### src/rtl/alu_mul_seq.sv
// rtl/alu_mul_seq.sv - iterative shift-and-add multiplier that borrows the datapath ALU adder
// One partial-product add is issued per RUN cycle and the ALU sum is written back to acc.
module alu_mul_seq #(
   parameter int         WIDTH   = 32,
   parameter logic [3:0] ADD_SEL = 4'b0010
) (
   input  logic             clk,
   input  logic             rst,
   input  logic             start,
   input  logic [WIDTH-1:0] op_a,
   input  logic [WIDTH-1:0] op_b,
   output logic             busy,
   output logic             done,
   output logic [WIDTH-1:0] result,
   output logic             zero,
   output logic [WIDTH-1:0] alu_a,
   output logic [WIDTH-1:0] alu_b,
   output logic [3:0]       alu_sel,
   input  logic [WIDTH-1:0] alu_out,
   input  logic             alu_zero
);

   typedef enum logic [1:0] {IDLE, RUN, DONE} state_t;

   state_t           state;
   logic [WIDTH-1:0] acc;
   logic [WIDTH-1:0] mcand;
   logic [WIDTH-1:0] mplr;
   logic [4:0]       cnt;
   logic             last_iter;
   logic             unused_alu_zero;

   assign alu_a   = acc;
   assign alu_b   = mplr[0] ? mcand : '0;
   assign alu_sel = ADD_SEL;

   // Stop as soon as no multiplier bits remain above the one being added now.
   assign last_iter = ((mplr >> 1) == '0) || (cnt == 5'(WIDTH - 1));

   assign unused_alu_zero = alu_zero;

   always_ff @(posedge clk or posedge rst) begin
      if (rst) begin
         state  <= IDLE;
         busy   <= 1'b0;
         done   <= 1'b0;
         result <= '0;
         zero   <= 1'b1;
         acc    <= '0;
         mcand  <= '0;
         mplr   <= '0;
         cnt    <= '0;
      end else begin
         done <= 1'b0;
         case (state)
            IDLE, DONE: begin
               if (start) begin
                  acc   <= '0;
                  mcand <= op_a;
                  mplr  <= op_b;
                  cnt   <= '0;
                  state <= RUN;
                  busy  <= 1'b1;
               end else begin
                  state <= IDLE;
                  busy  <= 1'b0;
               end
            end
            RUN: begin
               acc   <= alu_out;
               mcand <= mcand << 1;
               mplr  <= mplr >> 1;
               cnt   <= cnt + 5'd1;
               if (last_iter) begin
                  state  <= DONE;
                  busy   <= 1'b0;
                  done   <= 1'b1;
                  result <= alu_out;
                  zero   <= (alu_out == '0);
               end
            end
            default: begin
               state <= IDLE;
               busy  <= 1'b0;
            end
         endcase
      end
   end

endmodule

### config.mk
export PLATFORM = sky130hd
export DESIGN_NAME = alu_mul_seq
export DESIGN_NICKNAME = d
export VERILOG_FILES = /design/src/rtl/alu_mul_seq.sv
export SDC_FILE = /design/constraint.sdc
export NUM_CORES = 1
export LEC_CHECK = 0
export CAP_MARGIN = 20
export CELL_PAD_IN_SITES_DETAIL_PLACEMENT = 0
export CELL_PAD_IN_SITES_GLOBAL_PLACEMENT = 2
export CORE_MARGIN = 5
export CORE_UTILIZATION = 28
export CTS_CLUSTER_DIAMETER = 30
export DETAILED_ROUTE_END_ITERATION = 10
export PLACE_DENSITY = 0.85
export SKIP_CTS_REPAIR_TIMING = 1
export SKIP_LAST_GASP = 1
export SLEW_MARGIN = 10
export SYNTH_ARGS = -nofsm -noshare
export SYNTH_HDL_FRONTEND = slang
export SYNTH_SLANG_ARGS = --single-unit
### constraint.sdc
create_clock -name clk -period 4.45 [get_ports clk]
set_input_delay 0.445 -clock clk [delete_from_list [all_inputs] [get_ports clk]]
set_output_delay 0.445 -clock clk [all_outputs]
set_load 0.05 [all_outputs]
# ---- Word level (Yosys, flattened, before mapping)
# Index checks and enable logic that the tools add are counted.
dict set report op_classes {
  addsub 1
  eq_ne 5
  n_reduce_logical 8
  mux 17
}
# operator n
set ops {}
lappend ops {{$pmux W32 S2} 3}
lappend ops {{$mux W32} 4}
lappend ops {{$logic_not A32 Y1} 2}
lappend ops {{$pmux W5 S2} 1}
lappend ops {{$add A5 B1 Y5 const B} 1}
lappend ops {{$eq A5 B5 Y1 const B} 1}
lappend ops {{$mux W1} 5}
lappend ops {{$mux W5} 1}
lappend ops {{$ne A2 B2 Y1 const B} 2}
lappend ops {{$pmux W2 S2} 1}
lappend ops {{$reduce_and A2 Y1} 2}
lappend ops {{$eq A2 B1 Y1 const B} 1}
lappend ops {{$eq A2 B2 Y1 const B} 1}
lappend ops {{$logic_not A2 Y1} 1}
lappend ops {{$mux W2} 1}
lappend ops {{$pmux W1 S2} 1}
lappend ops {{$reduce_bool A2 Y1} 1}
lappend ops {{$reduce_or A2 Y1} 1}
lappend ops {{$logic_or A1 B1 Y1} 1}
dict set report totals {
  inputBits 100
  word_cells 40
  register_bits 138
}

# ---- Logic depth before layout (Yosys ltp)
dict set report logic_depth {
  depth_word 4
  mapped_depth 8
  depth_no_buf 6
}

# ---- Least setup slack after synthesis
# No wires, ideal clock.
dict set report synth_timing {
  kind {register to register}
  start {reg mplr[12]}
  end {reg result[10]}
  t_arrival_ns 1.959
  n_path_buf 2
  period_less_slack_ns 2.085
  path_stages_with_launch 8
  path_slack_ns 2.365
  setup_ns 0.125
  cell_sequence {dfrtp_1 > or4_4 > nor4_4 > a41oi_2 > nand2b_4 > buf_6 > buf_6 > mux2_4}
}
dict set report synth_via {
  elab_chain_len 3
}
# element line_no
set synth_lines {}
lappend synth_lines {{from (decl)} 28} ;# logic [WIDTH-1:0] mplr;
lappend synth_lines {{from (signal assigned)} 60} ;# mplr <= op_b;
lappend synth_lines {{from (signal assigned)} 72} ;# mplr <= mplr >> 1;
lappend synth_lines {{$logic_not A32 Y1} 38} ;# assign last_iter = ((mplr >> 1) == '0) || (cnt == 5'(WIDTH - 1));
lappend synth_lines {{$logic_or A1 B1 Y1} 38}
lappend synth_lines {{$reduce_and A2 Y1 (no source line)} n/a}
lappend synth_lines {{to (signal assigned)} 78} ;# result <= alu_out;
lappend synth_lines {{to (decl)} 14} ;# output logic [WIDTH-1:0] result,
# No other way between the ends.
# A chain may end at the register's enable or synchronous reset.

# ---- Worst setup path in the final report
dict set report layout_timing {
  start {reg mplr[0]}
  end {out alu_b[14]}
}
dict set report layout_via {
  elab_chain_len 1
}
# element line_no
set layout_lines {}
lappend layout_lines {{$mux W32} 34} ;# assign alu_b = mplr[0] ? mcand : '0;
lappend layout_lines {{to (decl)} 17} ;# output logic [WIDTH-1:0] alu_b,
# No other way between the ends.

==> flow_metrics.py <==
metrics = {
    "worst_setup_path": {
        "max_stage_delay_ns": 0.86,
        "cp-end-kind": "output pin",
        "worstPathRequired_ns": 4.01,
        "crit_slowest_cell": "dfrtp_1",
        "cp_max_fo": 33,
        "r2r_cells": 5,
        "critPathLaunchType": "flip-flop",
        "worstSetupPathType": "flip-flop to output pin",
        "path_cells": "and2_1, clkdlybuf4s50_1",
        "crit_arrival_ns": 2.34,
    },
    "cts": {
        "tritoncts": "built",
        "cts.sinks": 138,
        "cts_buffers": 17,
        "worstSkewPairLatency_ns": 0.41,
        "root_buffer": "clkbuf_16",
        "clockBufferDepth": 2,
        "htreeDepth": 4,
        "clkSlewWorstSetupHoldPaths_ns": 0.05,
    },
    "finish": {
        "layout.nets": 796,
        "final_common_cell": "clkdlybuf4s50_1",
        "final_cell_mix": "clkdlybuf4s50_1, dfrtp_1, nand2_1, a22oi_1, a22o_1",
        "post-route-cell-area_sq_um": 8700,
        "nFillCells": 1971,
        "drive_above_1_share_pct": 10.7,
        "stdcell_count": 982,
        "syn_to_final_growth_pct": 48.0,
        "antenna_cells": 0,
        "postLayoutCoreUtil_pct": 41.8,
    },
    "route": {
        "first_iter_violations": 175,
        "wl_per_cell_um": 16.8,
        "detail_route.first_pass.iterations": 4,
        "drt_wl_total_um": 16500,
        "vias_per_cell": 4.69,
        "vias": 4601,
        "ant_nets": 0,
        "drc": 0,
    },
    "yosys": {
        "netlist.area_leader.share_pct": 58.3,
        "synth_cells": 510,
        "syn_avg_cell_area_sq_um": 11.5,
        "synth_top_area_cell": "dfrtp_1",
        "netlist-cell-type-count": 31,
        "synth_area_leaders": "dfrtp_1, nand2_1, a22oi_1",
        "synth_area_sq_um": 5880,
        "ys_seq_area_share_pct": 58.8,
        "ys_ff_latch": 138,
        "ys_warn_count": 0,
    },
    "global_route": {
        "antenna_found_initial": 0,
        "grt_pass1_vias": 4967,
        "overflow": 0,
        "grt_pass1_wl_um": 27100,
        "grt_use_total_pct": 13.9,
        "grt_max_degree": 89,
    },
    "sta": {
        "maxSlewHeadroom_pct": 44.0,
        "layout_setup_ws_ns": 1.67,
        "rsz0062_at_grt": "false",
        "max_freq_mhz": 359,
        "final_max_slew_viol_count": 0,
        "min_period_over_period_pct": 62.5,
        "finalSetupViolCount": 0,
        "holdWs_ns": 0.471,
        "fin_skew_ns": 0.0124,
        "hold_viol": 0,
        "tns_ns": 0,
        "period_minus_slack_ns": 2.78,
        "worst_pin_slew_ns": 0.841,
    },
    "flow_run": {
        "drv_cap": 0,
    },
    "die": {
        "start_util_pct": 28.2,
        "die-width_um": 155,
        "ioPinCount": 203,
        "core_region_area_sq_um": 20800,
        "dieHeight_um": 155,
        "row_count": 53,
        "die_area_sq_um": 24000,
    },
    "placed_design": {
        "dpl.hpwl_um": 11200,
        "pre_cts_slack_ns": 1.90,
        "port-buffer-count": 197,
        "gp_congestion": 0.813,
        "dp_cells": 950,
        "placed_cell_area_sq_um": 8080,
    },
    "run_status": {
        "outcome": "complete, no violations",
    },
    "worst_hold_path": {
        "holdPathStages": 1,
        "hold_class": "flip-flop to flip-flop",
    },
    "power_and_ir_drop": {
        "ir_drop_uv": 403,
        "finalPower_mw": 6.87,
        "cellLeakagePower_nw": 3.87,
        "power_density_nw_per_um2": 790,
    },
}
-- metal layers --
layer | global-route usage (%) | share of wire (%) | vias to the layer above
li1 | - | - | 2164
met1 | 18.0 | 43 | 2253
met2 | 21.4 | 47 | 171
met3 | 6.20 | 9.1 | 13
met4 | 3.62 | 0.96 | 0
met5 | 0 | 0 | -
-- synth_stat cells, drive strengths merged --
cell type  number
dfrtp         137
nand2         126
a22oi          62
a22o           36
and2           32
mux2           32
clkbuf         28
nor4           16
buf            12
o21ai           4
inv             3
nand4           3
a21o            2
conb            2
ha              2
nand2b          2
nor2            2
nor2b           2
a31o            1
a41oi           1
and3            1
and4            1
dfstp           1
nand3b          1
or4             1
-- power by group --
group	internal (mW)	switching, mW
sequential	1.79	0.397
clock	0.915	0.552
combinational	1.22	2.00
total	3.93	2.95
-- registers in the layout, summed over array words and instances, names as in the netlist --
register  flops
zero          1
busy          1
result       32
cnt           5
mcand        32
mplr         32
alu_a        32
done          1
state         2
-- kinds of logic after synthesis --
family                   share of synthesized area (%)
other                                            0.128
AO/OA/AOI/OAI                                     14.3
flip-flops                                        58.8
buffers and inverters                             3.51
AND/OR/NAND/NOR                                   15.0
adder cells (fa/ha/maj)                          0.426
multiplexers                                      7.86
-- path summary, 6_finish.rpt --
check	end	slack (ns)	from
worst min register to register	cnt[3]$_DFFE_PP0P_	0.47	cnt[3]$_DFFE_PP0P_
worst min-delay path	cnt[3]$_DFFE_PP0P_	0.47	cnt[3]$_DFFE_PP0P_
min in group asynchronous	mplr[15]$_DFFE_PP0P_	0.56	rst
worst max-delay path	alu_b[14]	1.67	mplr[0]$_DFFE_PP0P_
worst max register to register	result[24]$_DFFE_PP0P_	1.92	mplr[12]$_DFFE_PP0P_
max in group asynchronous	mcand[15]$_DFFE_PP0P_	2.99	rst
-- worst max-delay path: cells and delay by family (launching register included) --
kind	cells	cell delay [ns]
flip-flops	1	0.86
buffers and inverters	1	0.82
AND/OR/NAND/NOR	1	0.24
-- final cells by class --
type | instances | area, sq um | area share, %
Tap cell | 275 | 344 | 3.96
Clock buffer | 19 | 453 | 5.21
Clock inverter | 13 | 166 | 1.91
Multi-Input combinational cell | 331 | 2250 | 25.8
Sequential cell | 138 | 3450 | 39.7
Timing Repair Buffer | 203 | 2020 | 23.2
Inverter | 3 | 16.3 | 0.187
No activity file was read; power rests on OpenSTA's default activity.
